File: src/rtl/fetch_stage.sv
// Instruction-fetch front end: owns the PC, drives the synchronous instruction
// memory and feeds the FD latch. Optional perf counters under FETCH_PERF_EN.
//
// state  | meaning
// BOOT   | after reset; data from memory not yet valid, emit bubble
// RUN    | imem_q holds the instruction at last_pc, deliver it
// SQUASH | redirect target being fetched, emit bubble
module fetch_stage #(
    parameter int          ADDR_W   = 12,
    parameter logic [31:0] RESET_PC = 32'd0,
    parameter logic [31:0] NOP      = 32'd0
) (
    input  logic              clock,
    input  logic              reset,
    input  logic              stall,
    input  logic              redirect,
    input  logic [31:0]       redirect_pc,
    output logic [ADDR_W-1:0] imem_addr,
    input  logic [31:0]       imem_q,
    output logic [31:0]       out_IR,
    output logic [31:0]       out_PC_next,
    output logic              fd_wren,
    output logic [31:0]       fetch_count,
    output logic [31:0]       squash_count
);

    typedef enum logic [1:0] {
        BOOT   = 2'd0,
        RUN    = 2'd1,
        SQUASH = 2'd2
    } state_t;

    state_t      state_q, state_d;
    logic [31:0] pc_q, pc_d;
    logic [31:0] last_pc_q, last_pc_d;

    always_ff @(posedge clock) begin
        if (!reset) begin
            state_q   <= BOOT;
            pc_q      <= RESET_PC;
            last_pc_q <= RESET_PC;
        end else begin
            state_q   <= state_d;
            pc_q      <= pc_d;
            last_pc_q <= last_pc_d;
        end
    end

    // Redirect wins over stall; the stale in-flight word is dropped via SQUASH.
    always_comb begin
        state_d   = state_q;
        pc_d      = pc_q;
        last_pc_d = last_pc_q;
        if (redirect) begin
            pc_d    = redirect_pc;
            state_d = SQUASH;
        end else if (!stall) begin
            last_pc_d = pc_q;
            pc_d      = pc_q + 32'd1;
            state_d   = RUN;
        end
    end

    always_comb begin
        imem_addr   = pc_q[ADDR_W-1:0];
        out_IR      = NOP;
        out_PC_next = 32'd0;
        fd_wren     = 1'b0;
        if (!reset) begin
            imem_addr = RESET_PC[ADDR_W-1:0];
        end else begin
            fd_wren = !stall || redirect;
            if (state_q == RUN && !redirect) begin
                out_IR      = imem_q;
                out_PC_next = last_pc_q + 32'd1;
                // Re-issue the held address so imem_q keeps the same word.
                if (stall) begin
                    imem_addr = last_pc_q[ADDR_W-1:0];
                end
            end
        end
    end

`ifdef FETCH_PERF_EN
    logic [31:0] fetch_cnt_q, fetch_cnt_d;
    logic [31:0] squash_cnt_q, squash_cnt_d;

    always_comb begin
        fetch_cnt_d  = fetch_cnt_q;
        squash_cnt_d = squash_cnt_q;
        if (fd_wren && state_q == RUN && !redirect) begin
            fetch_cnt_d = fetch_cnt_q + 32'd1;
        end
        if (redirect || (state_q == SQUASH && !stall)) begin
            squash_cnt_d = squash_cnt_q + 32'd1;
        end
    end

    always_ff @(posedge clock) begin
        if (!reset) begin
            fetch_cnt_q  <= 32'd0;
            squash_cnt_q <= 32'd0;
        end else begin
            fetch_cnt_q  <= fetch_cnt_d;
            squash_cnt_q <= squash_cnt_d;
        end
    end

    assign fetch_count  = fetch_cnt_q;
    assign squash_count = squash_cnt_q;
`else
    assign fetch_count  = 32'd0;
    assign squash_count = 32'd0;
`endif

endmodule

File: config.mk
export PLATFORM = sky130hd
export DESIGN_NAME = fetch_stage
export DESIGN_NICKNAME = d
export VERILOG_FILES = /design/src/rtl/fetch_stage.sv
export SDC_FILE = /design/constraint.sdc
export NUM_CORES = 1
export LEC_CHECK = 0
export CORE_UTILIZATION = 46
export DETAILED_ROUTE_END_ITERATION = 10
export PLACE_DENSITY = 0.87
export SLEW_MARGIN = 0
export SYNTH_ARGS = -nofsm -noshare
export SYNTH_HDL_FRONTEND = slang
export SYNTH_SLANG_ARGS = --single-unit
File: constraint.sdc
create_clock -name clock -period 4.62 [get_ports clock]
set_clock_uncertainty 0.15 [all_clocks]
set_input_delay 0.462 -clock clock [delete_from_list [all_inputs] [get_ports clock]]
set_output_delay 0.462 -clock clock [all_outputs]
set_load 0.1 [all_outputs]
Word-level counts from Yosys, hierarchy flattened
Index checks and enable logic that the tools add are counted.
{ "classes": {"add_sub_neg": 2, "eq_ne": 2, "mux": 12, "bitwise_logic": 3, "reduce_logical": 6} }
{ "ops": {"columns": ["operator", "n"], "rows": [
  ["$mux 32", 6],
  ["$add 32x1->32 const B", 2],
  ["$mux 12", 3],
  ["$mux 2", 2],
  ["$not 1->1", 3],
  ["$eq 2x1->1 const B", 1],
  ["$logic_not 1->1", 2],
  ["$ne 2x1->1 const B", 1],
  ["$reduce_and 2->1", 1],
  ["$reduce_or 2->1", 1],
  ["$logic_and 1x1->1", 1],
  ["$logic_or 1x1->1", 1],
  ["$mux 1", 1]
]} }
{ "totals": {"regBits": 66, "in_bits": 68, "output_inout_bits": 141, "elab_cells": 29} }

Longest topological paths before layout
Gate-level depths: netlist (run 1).
{ "depth": {"ltp_word": 4, "depth_mapped": 7, "ltp_nobuf": 6} }

Least setup slack after synthesis (run 1)
Ideal clock, no wire load.
{ "synth_path": {"path_type": "in2out", "start": "input redirect", "end": "output imem_addr[10]", "arrival_ns": 3.517, "t_required_ns": 4.008, "slack_ns": 0.491, "stages": 7, "n_path_buf": 2, "cell_sequence": "clkbuf_1 > inv_1 > nand2_1 > nor2_1 > clkbuf_1 > nand2_1 > a21boi_0"} }
{ "synth_between": {"elab_chain_cells": 4} }
{ "synth_rtl": {"columns": ["item", "line", "source"], "rows": [
  ["from (decl)", "16", "input logic redirect,"],
  ["$logic_not 1->1", "73", "if (state_q == RUN && !redirect) begin"],
  ["$logic_and 1x1->1", "73", null],
  ["$mux 12", "73", null],
  ["$mux 12", "69", "if (!reset) begin"],
  ["to (decl)", "18", "output logic [ADDR_W-1:0] imem_addr,"]
]} }
Every way passes these cells.

Worst setup path in the final report (run 1)
{ "layout_path": {"start": "input redirect", "end": "output imem_addr[1]"} }
The elaborated chain is that of the path after synthesis.

==> results of run 1 <==
[state kept, by name, indices dropped and copies added, names as in the netlist]
name       flops
pc_q          32
state_q        2
last_pc_q     32
[synthesized netlist by cell type, types with 19 or more instances]
library cell / n / area share (%)
nand2_1: 126 / 10
dfxtp_1: 66 / 28
buf_4: 64 / 10
a21boi_0: 45 / 7.2
and2_1: 41 / 5.4
xnor2_1: 39 / 7.2
nor2_1: 35 / 2.8
clkbuf_1: 34 / 2.7
o21ai_0: 32 / 3.4
a21oi_1: 29 / 3.1
nand3_1: 22 / 2.3
nor4_1: 19 / 2.5
[metrics by stage]
stage               setup WS (ns)  util, %
finish                       1.07     69.7
global route                0.891     69.7
CTS                          1.09     69.7
detailed placement           1.09     67.8
global placement             1.23     67.8
floorplan                   0.491        -
[power by group through the flow]
stage,clock [mW],combinational (mW),sequential [mW]
3_3_place_gp,0,0.475,0.652
4_1_cts,0.470,0.483,0.640
2_1_floorplan,0,0.423,0.633
5_1_grt,0.496,0.507,0.647
3_5_place_dp,0,0.482,0.653
6_report,0.468,0.484,0.642
[routing by layer]
metal / up-vias / track usage [%] / share of wire [%] / wire length, um
met5: - / 0 / 0 / 0
met4: 0 / 10.2 / 1.9 / 255
met3: 25 / 3.83 / 6.9 / 919
met2: 195 / 43.7 / 51 / 6830
met1: 2124 / 30.1 / 40 / 5270
li1: 2296 / - / - / -
[logic make-up (layout without fill, tap and decap cells)]
kind of cell / Yosys count / after routing / share of synthesized area, %
AND/OR/NAND/NOR: 301 / 301 / 31.1
buffers and inverters: 121 / 176 / 15.0
AO/OA/AOI/OAI: 115 / 115 / 15.3
flip-flops: 66 / 66 / 28.0
XOR/XNOR: 51 / 51 / 9.47
adder cells (fa/ha/maj): 2 / 2 / 0.530
multiplexers: 2 / 2 / 0.424
other: 1 / 64 / 0.0795
[worst register-to-register path, cell delays in order, from the launching register on]
cell	delay, ns
dfxtp_1	0.56
and4_1	0.32
nand4_1	0.43
nor4_1	0.51
xnor2_1	0.18
a21oi_1	0.08
[cell type report]
cell class                 count  area (sq um)  share of cell area (%)
clock buffer                  11           131                    1.91
sequential                    66          1320                    19.2
multi-input combinational    535          2930                    42.6
inverter                      11          41.3                   0.601
timing repair buffer         149          2230                    32.5
clock inverter                 5          55.1                   0.801
tap                          133           166                    2.42
[final timing paths]
kind / startpoint / endpoint / slack, ns / depth (start not counted)
min reg2reg: state_q[0] / state_q[0] / 0.33 / 2
min: state_q[0] / state_q[0] / 0.33 / 2
max: redirect / imem_addr[1] / 1.07 / 7
max reg2reg: pc_q[8] / pc_q[29] / 2.26 / 5
==> impl_metrics.env, run 1 <==
export IMPL_setup_worst_path_start_class="input port"
export IMPL_ios=209
export IMPL_cellInternalPower_uw=967
export IMPL_place_port_buffers=144
export IMPL_initial_core_util_pct=47.8
export IMPL_numClockSinks=66
export IMPL_antenna_left=0
export IMPL_cts_tree="yes"
export IMPL_fmaxAchievable_mhz=282
export IMPL_synthCells=659
export IMPL_mostFrequentLayoutCell="nand2_1"
export IMPL_floorplan_rows=36
export IMPL_finalWorstPathRequiredPeriod_ns=3.55
export IMPL_routed_via_density=5.10
export IMPL_path_class="input port to primary output"
export IMPL_avgSynthCellArea_sq_um=7.16
export IMPL_cts_root_buf="clkbuf_8"
export IMPL_data_required_time_of_the_critical_path_ns=4.01
export IMPL_synth_unique_cells=40
export IMPL_postSynth_topFlopCell="dfxtp_1"
export IMPL_floorplan_die_width_um=103
export IMPL_grt_ovfl_total=0
export IMPL_first_global_vias=4190
export IMPL_crit_path_cell_trace="clkdlybuf4s50_1, inv_1, buf_4, nand3_1, nand2_1, a21boi_0, buf_12"
export IMPL_num_vias=4640
export IMPL_worst_endpoint_arrival_ns=2.94
export IMPL_final_setup_viol_count=0
export IMPL_worst_margin_pin_slew_ns=0.781
export IMPL_avgRoutedWirePerCell_um=14.6
export IMPL_post_cts_setup_buffer_count=0
export IMPL_gp_congestion=0.875
export IMPL_netSwitchingFraction_pct=39.3
export IMPL_die_height_um=103
export IMPL_rsz_0062_raised_after_global_routing="false"
export IMPL_ctsHoldBuffers=0
export IMPL_worstSkewPairLatency_ns=0.35
export IMPL_numPlacedInstances=894
export IMPL_antenna_found_initial=0
export IMPL_setup_tns_final_ns=0
export IMPL_layout_drive_gt1_share_pct=13.1
export IMPL_synth_yosys_seq_area_share_pct=28.0
export IMPL_mappedNetlistArea_sq_um=4720
export IMPL_detail_placement_hpwl_mm=10.2
export IMPL_worstSetupEndpointType="primary output"
export IMPL_timing_slew_headroom_pct=47.7
export IMPL_number_of_register_bits_inferred_by_synthesis=66
export IMPL_timing_critical_path_slowest_stage_cell="clkdlybuf4s50_1"
export IMPL_drv_cap=0
export IMPL_wirelength_mm=13.3
export IMPL_dieArea_sq_um=10700
export IMPL_dr_first_iter_drc_count=346
export IMPL_cts_htree_levels=3
export IMPL_leading_cell_types_in_the_layout_fill_and_taps_excluded="126 x nand2_1, 76 x buf_12, 66 x clkdlybuf4s50_1, 66 x dfxtp_1, 64 x conb_1"
export IMPL_share_seq_of_total_power_pct=40.3
export IMPL_fin_crit_sh_pct=76.9
export IMPL_holdCritPathClass="flip-flop to flip-flop"
export IMPL_drt_first_pass_iters=5
export IMPL_fin_hold_ws_ns=0.330
export IMPL_core_area_sq_um=9860
export IMPL_grt_usage_pct=24.8
export IMPL_finish_cell_count_without_fillers=910
export IMPL_critical_path_n_buffers_inverters=4
export IMPL_synth_warning_count=0
export IMPL_flow_area_growth_from_synthesis_pct=45.8
export IMPL_power_share_clock_pct=29.4
export IMPL_postSynth_asyncResetShare_pct=0
export IMPL_power_per_cell_area_nw_per_um2=232
export IMPL_timing_max_transition_violations_final=0
export IMPL_cts_clk_slew_worst_paths_ns=0.07
export IMPL_design_power_total_mw=1.59
export IMPL_power_frac_comb_pct=30.4
export IMPL_p_switching_uw=627
export IMPL_worst_path_max_fanout=49
export IMPL_placed_area_sq_um=6690
export IMPL_drc_errors=0
export IMPL_cts_made_buffers=9
export IMPL_ctsLongestPathBuffers=2
export IMPL_final_design_area_no_fill_sq_um=6880
export IMPL_grt_max_degree=68
export IMPL_nFillCells=769
export IMPL_synth_enable_flop_cells=0
export IMPL_cts_resized_gates=0
export IMPL_outcome="completed"
export IMPL_hold_viol=0
export IMPL_power_ir_vdd_worst_uv=230
export IMPL_design_final_nets=842
export IMPL_crit_path_max_incr_delay_ns=0.85
export IMPL_number_of_antenna_cells_inserted=0
export IMPL_p_leak_nw=2.43
export IMPL_grt_first_pass_wirelength_mm=20.5
export IMPL_critical_path_top_delay_family="buffers and inverters"
No activity file was read; power rests on OpenSTA's default activity.
==> run 2: changes to the inputs <==
- CORE_UTILIZATION: 46 -> 39
- PLACE_DENSITY: 0.87 -> 0.78
- clock period: 4.62 -> 3.2 ns (I/O delays scaled with it)
==> run 2 against run 1 <==
Effect of this change: the flow now finishes with violations (DRC); cell count rose by 2.0%; wire length fell by 0.62%; flip-flop and latch count did not move; die area rose by 18%; critical path type is now flip-flop to primary output; critical endpoint is now out_PC_next[31]; largest cell class unchanged.
==> impl_metrics.env, run 2 (synthesized netlist as in run 1, its figures left out) <==
export IMPL_core_area_sq_um=11600
export IMPL_die_height_um=112
export IMPL_worstHoldEndpoint="last_pc_q[12]"
export IMPL_numPlacedInstances=912
export IMPL_num_vias=4671
export IMPL_reg_largest_list="last_pc_q x32, pc_q x32, state_q x2"
export IMPL_placed_area_sq_um=6790
export IMPL_mostFrequentLayoutCell="nand2_1"
export IMPL_ctsLongestPathBuffers=2
export IMPL_power_per_cell_area_nw_per_um2=397
export IMPL_hold_viol=0
export IMPL_fin_hold_ws_ns=0.199
export IMPL_fmaxAchievable_mhz=344
export IMPL_nFillCells=989
export IMPL_cts_clk_slew_worst_paths_ns=0.06
export IMPL_cts_root_buf="clkbuf_16"
export IMPL_grt_first_pass_wirelength_mm=21.1
export IMPL_critPathLaunch="last_pc_q[3]"
export IMPL_place_port_buffers=144
export IMPL_p_leak_nw=2.57
export IMPL_reg2regPathDepth=5
export IMPL_holdCritStartpoint="reset"
export IMPL_r2r_end="pc_q[27]"
export IMPL_first_global_vias=4222
export IMPL_timing_slew_headroom_pct=61.0
export IMPL_drv_cap=0
export IMPL_worst_endpoint_arrival_ns=2.44
export IMPL_netSwitchingFraction_pct=33.7
export IMPL_grt_max_degree=74
export IMPL_share_seq_of_total_power_pct=32.6
export IMPL_final_setup_viol_count=0
export IMPL_setup_tns_final_ns=0
export IMPL_final_core_util_pct=61.6
export IMPL_design_final_nets=850
export IMPL_dr_first_iter_drc_count=299
export IMPL_cellInternalPower_mw=1.88
export IMPL_drt_first_pass_iters=10
export IMPL_cts_tree="yes"
export IMPL_drc_errors=18
export IMPL_dieArea_sq_um=12500
export IMPL_hold_path_cell_count=2
export IMPL_floorplan_rows=39
export IMPL_worstSkewPairLatency_ns=0.33
export IMPL_flow_area_growth_from_synthesis_pct=51.6
export IMPL_power_ir_vdd_worst_uv=271
export IMPL_avgRoutedWirePerCell_um=14.2
export IMPL_worst_path_max_fanout=7
export IMPL_setup_worst_path_start_class="flip-flop"
export IMPL_grt_ovfl_total=0
export IMPL_multi_input_area_sq_um=2940
export IMPL_layout_drive_gt1_share_pct=14.6
export IMPL_gp_congestion=0.834
export IMPL_floorplan_die_width_um=112
export IMPL_worst_margin_pin_slew_ns=0.585
export IMPL_cts_htree_levels=3
export IMPL_cts_made_buffers=9
export IMPL_p_switching_uw=956
export IMPL_data_required_time_of_the_critical_path_ns=2.73
export IMPL_initial_core_util_pct=40.6
export IMPL_fin_crit_sh_pct=90.8
export IMPL_holdCritPathClass="input port to flip-flop"
export IMPL_finalWorstPathRequiredPeriod_ns=2.91
export IMPL_outcome="finished with violations"
export IMPL_final_design_area_no_fill_sq_um=7150
export IMPL_finish_cell_count_without_fillers=928
export IMPL_r2r_setup_slack_ns=0.84
export IMPL_worstSetupEndpointType="primary output"
export IMPL_power_share_clock_pct=42.4
export IMPL_number_of_antenna_cells_inserted=0
export IMPL_ios=209
export IMPL_rsz_0062_raised_after_global_routing="false"
export IMPL_seq_area_sq_um=1320
export IMPL_timing_max_transition_violations_final=0
export IMPL_wirelength_mm=13.2
export IMPL_path_class="flip-flop to primary output"
export IMPL_routed_via_density=5.03
export IMPL_post_cts_setup_buffer_count=0
export IMPL_detail_placement_hpwl_mm=10.1
export IMPL_timing_rr_start="pc_q[8]"
export IMPL_antenna_left=0
export IMPL_antenna_found_initial=0
export IMPL_grt_usage_pct=21.1
export IMPL_cts_resized_gates=0
export IMPL_violations="DRC"
export IMPL_leading_cell_types_in_the_layout_fill_and_taps_excluded="126 x nand2_1, 77 x buf_12, 66 x clkdlybuf4s50_1, 66 x dfxtp_1, 64 x conb_1"
export IMPL_power_frac_comb_pct=24.9
export IMPL_numClockSinks=66
export IMPL_ctsHoldBuffers=0
-- run 2: per-layer routing --
| layer | GRT usage, % | routed length (um) | up-vias |
|---|---|---|---|
| li1 | - | - | 2330 |
| met1 | 24.5 | 5260 | 2121 |
| met2 | 37.1 | 6600 | 192 |
| met3 | 4.52 | 969 | 28 |
| met4 | 9.24 | 364 | 0 |
| met5 | 0 | 0 | - |
-- run 2: per-stage QoR --
stage	power, mW	setup slack [ns]
final	2.84	0.293
after global routing	2.93	0.136
after CTS	2.85	0.268
after detailed placement	1.65	0.629
after global placement	1.64	0.654
after floorplan	1.53	0.0255
-- run 2: cell type report --
cell class                      count  share of cell area [%]
Clock buffer                        9                    3.15
Inverter                           11                   0.577
Clock inverter                      7                    1.98
Sequential cell                    66                    18.5
Tap cell                          143                    2.50
Multi-Input combinational cell    535                    41.1
Timing Repair Buffer              157                    32.2
-- run 2: power by group through the flow --
stage	Clock [mW]	Sequential (mW)	Combinational (mW)
CTS	1.22	0.924	0.708
floorplan	0	0.914	0.613
global placement	0	0.940	0.701
global route	1.26	0.932	0.739
finish	1.20	0.927	0.708
detailed placement	0	0.941	0.705
-- run 2: how the worst max path moves through the flow --
stage          cells after the start               to  slack, ns
2_1_floorplan                      7  out_PC_next[28]       0.03
3_3_place_gp                       6  out_PC_next[31]       0.65
3_5_place_dp                       6  out_PC_next[31]       0.63
4_1_cts                            6  out_PC_next[31]       0.27
5_1_grt                            6  out_PC_next[31]       0.14
6_report                           6  out_PC_next[31]       0.29
-- run 2: worst max-delay path, cell delays in order, from the launching register on --
cell	delay, ns
dfxtp_1	0.43
and3_1	0.31
nand4_1	0.24
or3_1	0.37
or3_1	0.33
a21oi_2	0.21
buf_12	0.20
==> patch 1, RTL diff (flow settings as in run 2) <==
Change the parameter `ADDR_W` from 12 to 11.
--- a/src/rtl/fetch_stage.sv
+++ b/src/rtl/fetch_stage.sv
@@ -7,5 +7,5 @@
 // SQUASH | redirect target being fetched, emit bubble
 module fetch_stage #(
-    parameter int          ADDR_W   = 12,
+    parameter int          ADDR_W   = 11,
     parameter logic [31:0] RESET_PC = 32'd0,
     parameter logic [31:0] NOP      = 32'd0
Ports: changed (resized imem_addr); port bits go from 209 to 208. No check against the original RTL was run, so the function may have changed too.
==> patch 1 against run 2 <==
  * Synthesized area rose by 1.6%
  * Power fell by 6.4%
  * Sequential power barely moved
  * Final area rose by 0.54%
  * Setup slack improved by 0.045 ns
  * Global-route usage fell by 1.4 points
  * Sequential cell count did not move
  * Wire length fell by 6.0%
==> patch 1: results (changes against run 2) <==
Sequential area share after synthesis -> 27.6% (was 28.0%)
DR WL met2 -> 6120 um (was 6600 um)
DRT Pass-1 Iters -> 5 (was 10)
Status -> completed (was finished, violations left)
GPL Wtd Cong -> 0.923 (was 0.834)
GR Util All Layers -> 19.6% (was 21.1%)
Met1 WL -> 5230 um (was 5260 um)
Hold EP -> state_q[0] (was last_pc_q[12])
Warnings, synthesis -> 0 (unchanged)
Fill cells -> 1032 (was 989)
R2r startpoint -> pc_q[3] (was pc_q[8])
Placed Area -> 6850 um2 (was 6790 um2)
# nets final -> 848 (was 850)
Drt first-iter violations -> 216 (was 299)
First-pass GRT wire length -> 19900 um (was 21100 um)
I/O Buffers -> 143 (was 144)
Max IR drop VDD -> 0.000293 V (was 0.000271 V)
Largest net degree at the start of global routing -> 80 (was 74)
Beginning of the worst hold path -> reset (unchanged)
Synth cell count leaders -> nand2_1 (114), dfxtp_1 (66), buf_4 (64) (was nand2_1 (126), dfxtp_1 (66), buf_4 (64))
Post-DP HPWL -> 9580 um (was 10100 um)
Met1 Track Usage GR -> 23.8% (was 24.5%)
Leak -> 2.65 nW (was 2.57 nW)
H-tree levels -> 3 (unchanged)
Met3 usage in global routing -> 3.75% (was 4.52%)
Hold path cells -> 3 (was 2)
Diode count -> 0 (unchanged)
Vias in the first global route -> 4008 (was 4222)
Vias per cell -> 4.92 (was 5.03)
Crit Reg-Reg Endpoint -> pc_q[23] (was pc_q[27])
Reg2Reg Setup Slack -> 0.99 ns (was 0.84 ns)
Yosys cell types -> 48 (was 40)
CP Max Fanout -> 10 (was 7)
Number of gates resized after CTS -> 0 (unchanged)
Total detailed-routing wirelength -> 12400 um (was 13200 um)
CP startpoint -> last_pc_q[0] (was last_pc_q[3])
Metal3 WL -> 729 um (was 969 um)
Arrival time worst endpoint -> 2.39 ns (was 2.44 ns)
Fraction of layout cells with a size suffix above 1 -> 16.7% (was 14.6%)
Max_slew headroom -> 58.8% (was 61.0%)
Hold Slack -> 0.177 ns (was 0.199 ns)
Area contributors post-synth -> dfxtp_1 (28%), buf_4 (10%), nand2_1 (8.9%) (was dfxtp_1 (28%), buf_4 (10%), nand2_1 (10%))
GR Util met2 -> 33.3% (was 37.1%)
-- patch 1: metrics by stage --
stage | std cells | worst slack (ns)
after CTS | 927 | 0.0671
after floorplan | 716 | 0.0106
final | 930 | 0.338
after global routing | 930 | 0.206
after global placement | 911 | 0.529
after detailed placement | 911 | 0.421
-- patch 1: critical path: stages (launching register included) --
cell and delay, ns:
dfxtp_1 0.47, ha_1 0.26, and2_1 0.19, nand4_1 0.11
buf_4 0.19, nor4_1 0.29, xnor2_1 0.14, nor2_1 0.20
buf_12 0.21
-- patch 1: worst max path at each step --
stage	cells after the start	end
finish	8	out_PC_next[28]
global route	8	out_PC_next[28]
CTS	7	out_PC_next[30]
detailed placement	7	out_PC_next[30]
global placement	7	out_PC_next[30]
floorplan	7	out_PC_next[24]
-- patch 1: cells by family (layout without fill, tap and decap cells) --
| kind of cell | count (synthesis) | after routing | synth area share [%] |
|---|---|---|---|
| other | 1 | 64 | 0.0783 |
| AND/OR/NAND/NOR | 305 | 305 | 33.2 |
| XOR/XNOR | 51 | 51 | 9.32 |
| adder cells (fa/ha/maj) | 2 | 2 | 0.522 |
| flip-flops | 66 | 66 | 27.6 |
| buffers and inverters | 116 | 183 | 14.3 |
| multiplexers | 2 | 2 | 0.418 |
| AO/OA/AOI/OAI | 110 | 110 | 14.6 |
-- patch 1: area by class of cell --
type	count	area (um2)	share of cell area, %
Clock inverter	7	93.8	1.30
Sequential cell	66	1320	18.4
Tap cell	147	184	2.56
Timing Repair Buffer	157	2290	31.9
Clock buffer	9	225	3.13
Inverter	10	37.5	0.522
Multi-Input combinational cell	534	3040	42.2
-- patch 1: power by group --
group          switching (W)  total [W]  internal, W  leakage, nW
Clock               0.000359    0.00104     0.000679        0.151
Sequential         0.0000605   0.000924     0.000863        0.542
Combinational       0.000516   0.000697     0.000181         1.95
==> patch 2, RTL diff (settings of run 2) <==
Made on the original files. Encoding of `state_t`: now one-hot (3 bits for 3 states).
--- a/src/rtl/fetch_stage.sv
+++ b/src/rtl/fetch_stage.sv
@@ -25,8 +25,8 @@
 );
 
-    typedef enum logic [1:0] {
-        BOOT   = 2'd0,
-        RUN    = 2'd1,
-        SQUASH = 2'd2
+    typedef enum logic [2:0] {
+        BOOT   = 3'b001,
+        RUN    = 3'b010,
+        SQUASH = 3'b100
     } state_t;
 
Behaviour: same outputs for any inputs over 4 cycles, from zero or initial values and one cycle with reset low; so few cycles prove little.
==> patch 2 against run 2 <==
  * Power is 3.0% lower
  * Setup slack worse by 0.12 ns
  * Final area is 5.9% higher
  * Maximum frequency is 4.1% lower
  * Synthesized area is 7.6% higher
  * Wire length is 7.4% higher
  * Sequential power is 2.2% higher
  * First-iteration DRC count is 31% higher
  * Sequential share of layout area is 0.76 points lower
  * Sequential cell count is 1 higher
  * Synthesized cell count is 5.3% higher
  * Combinational power is 0.6% higher
  * Via count is 12% higher
  * Critical endpoint is now out_PC_next[28]
  * Largest power group unchanged
  * Highest routed layer unchanged
==> patch 2: results (changes against run 2) <==
# nets final -> 883 (was 850)
Largest net degree at the start of global routing -> 45 (was 74)
Area contributors post-synth -> dfxtp_1 (26%), buf_4 (9.6%), nand2_1 (8.0%) (was dfxtp_1 (28%), buf_4 (10%), nand2_1 (10%))
Post-DP HPWL -> 10800 um (was 10100 um)
GR Util All Layers -> 20.7% (was 21.1%)
Status -> completed (was finished, violations left)
Fraction of layout cells with a size suffix above 1 -> 16.7% (was 14.6%)
Largest registers in the final layout -> last_pc_q x32, pc_q x32, state_q x3 (was last_pc_q x32, pc_q x32, state_q x2)
Vias in the first global route -> 4383 (was 4222)
Placed Area -> 7220 um2 (was 6790 um2)
Vias per cell -> 5.28 (was 5.03)
CTS clk-pin slew, worst paths -> 0.06 ns (about the same)
Worst Tran Pin Value -> 0.655 ns (was 0.585 ns)
Beginning of the worst hold path -> reset (unchanged)
Yosys cell types -> 52 (was 40)
Hold path cells -> 2 (unchanged)
Warnings, synthesis -> 0 (unchanged)
Int Pwr -> 0.00177 W (was 0.00188 W)
Total detailed-routing wirelength -> 14200 um (was 13200 um)
TritonCTS buffer count -> 9 (unchanged)
Hold Crit Class -> in2reg (unchanged)
CP startpoint -> last_pc_q[7] (was last_pc_q[3])
Leak -> 2.69 nW (was 2.57 nW)
Post-synthesis xor/xnor area fraction -> 3.97% (was 9.47%)
CP Max Fanout -> 12 (was 7)
Synth cell count leaders -> nand2_1 (108), dfxtp_1 (67), buf_4 (65) (was nand2_1 (126), dfxtp_1 (66), buf_4 (64))
Post-synthesis mux area share -> 0.394% (was 0.424%)
GPL Wtd Cong -> 0.848 (was 0.834)
Adder-cell share of the synthesized area -> 0.493% (was 0.531%)
DRT Pass-1 Iters -> 5 (was 10)
Post-synthesis compound-gate area fraction -> 19.3% (was 15.3%)
Sequential area share after synthesis -> 26.4% (was 28.0%)
Diode count -> 0 (unchanged)
Drt first-iter violations -> 393 (was 299)
Longest Clk Path Bufs -> 2 (unchanged)
Arrival time worst endpoint -> 2.56 ns (was 2.44 ns)
First-pass GRT wire length -> 21900 um (was 21100 um)
Max incr delay on CP -> 0.54 ns (was 0.43 ns)
CP endpoint -> out_PC_next[28] (was out_PC_next[31])
Worst Reg-to-Reg Cells -> 4 (was 5)
Async SR Flop Fraction -> 0% (unchanged)
I/O Buffers -> 144 (unchanged)
Clk_lat worst skew -> 0.34 ns
Max IR drop VDD -> 0.000304 V (was 0.000271 V)
Initial antenna violation count -> 0 (unchanged)
H-tree levels -> 3 (unchanged)
Cell family with most CP delay -> simple AND/OR/NAND/NOR gates (unchanged)
Pre-CTS setup slack -> 0.381 ns (was 0.629 ns)
Peak Freq -> 330 MHz (was 344 MHz)
R2r startpoint -> pc_q[14] (was pc_q[8])
Root buffer cell -> clkbuf_16 (unchanged)
Crit Reg-Reg Endpoint -> pc_q[31] (was pc_q[27])
Slowest CP cell -> or3_4 (was dfxtp_1)
Reg2Reg Setup Slack -> 0.66 ns (was 0.84 ns)
patch 2: cell types whose count changed after synthesis, sizes merged, moves of 12 or more:
cell   change
nand2     -19
nand3     +14
nor2      -12
o31ai     +16
or4       +28
xnor2     -23
patch 2: how the worst min path moves through the flow:
stage	endpoint	slack [ns]
after global placement	state_q[1]	0.28
after global routing	state_q[0]	0.18
after CTS	state_q[0]	0.15
final	state_q[0]	0.15
after floorplan	state_q[1]	0.27
after detailed placement	state_q[1]	0.29
patch 2: final cells by class:
cell class	count	area, um2
fill	1058	5100
multi-input combinational	560	3300
timing repair buffer	160	2330
sequential	67	1340
clock buffer	10	239
tap	172	215
clock inverter	6	95.1
inverter	15	56.3
patch 2: kinds of logic (layout without fill, tap and decap cells):
logic type | Yosys count | count (layout)
and+or+nand+nor | 328 | 328
AOI/OAI and AO/OA | 141 | 141
buffers and inverters | 130 | 191
DFF | 67 | 67
xor gates and xnor gates | 23 | 23
adders and majority gates | 2 | 2
muxes | 2 | 2
other | 1 | 64
patch 2: power groups by stage:
stage	Clock [W]	Combinational, W	Sequential, W
after global placement	0	0.000704	0.000959
after detailed placement	0	0.000709	0.000961
after global routing	0.00115	0.000747	0.000954
after floorplan	0	0.000620	0.000931
final	0.00110	0.000712	0.000947
after CTS	0.00111	0.000711	0.000943
patch 2: metal layers:
| layer | track usage [%] | wire length, um | vias up |
|---|---|---|---|
| li1 | - | - | 2560 |
| met1 | 26.4 | 5700 | 2352 |
| met2 | 35.3 | 6870 | 286 |
| met3 | 4.65 | 1400 | 26 |
| met4 | 4.96 | 197 | 0 |
| met5 | 0 | 0 | - |
patch 2: metrics by stage:
step,total power (W),cells,hold slack (ns)
after floorplan,0.00155,757,0.269
after global placement,0.00166,974,0.282
after detailed placement,0.00167,974,0.290
after CTS,0.00276,990,0.147
after global routing,0.00285,990,0.185
final,0.00276,990,0.154
patch 2: what timing repair did:
| action | in CTS | in global routing |
|---|---|---|
| endpoints found under the setup margin | 0 | 9 |
| hold buffers | 0 | 0 |
| gates resized for setup | 0 | 4 |
| buffers inserted | 0 | 0 |
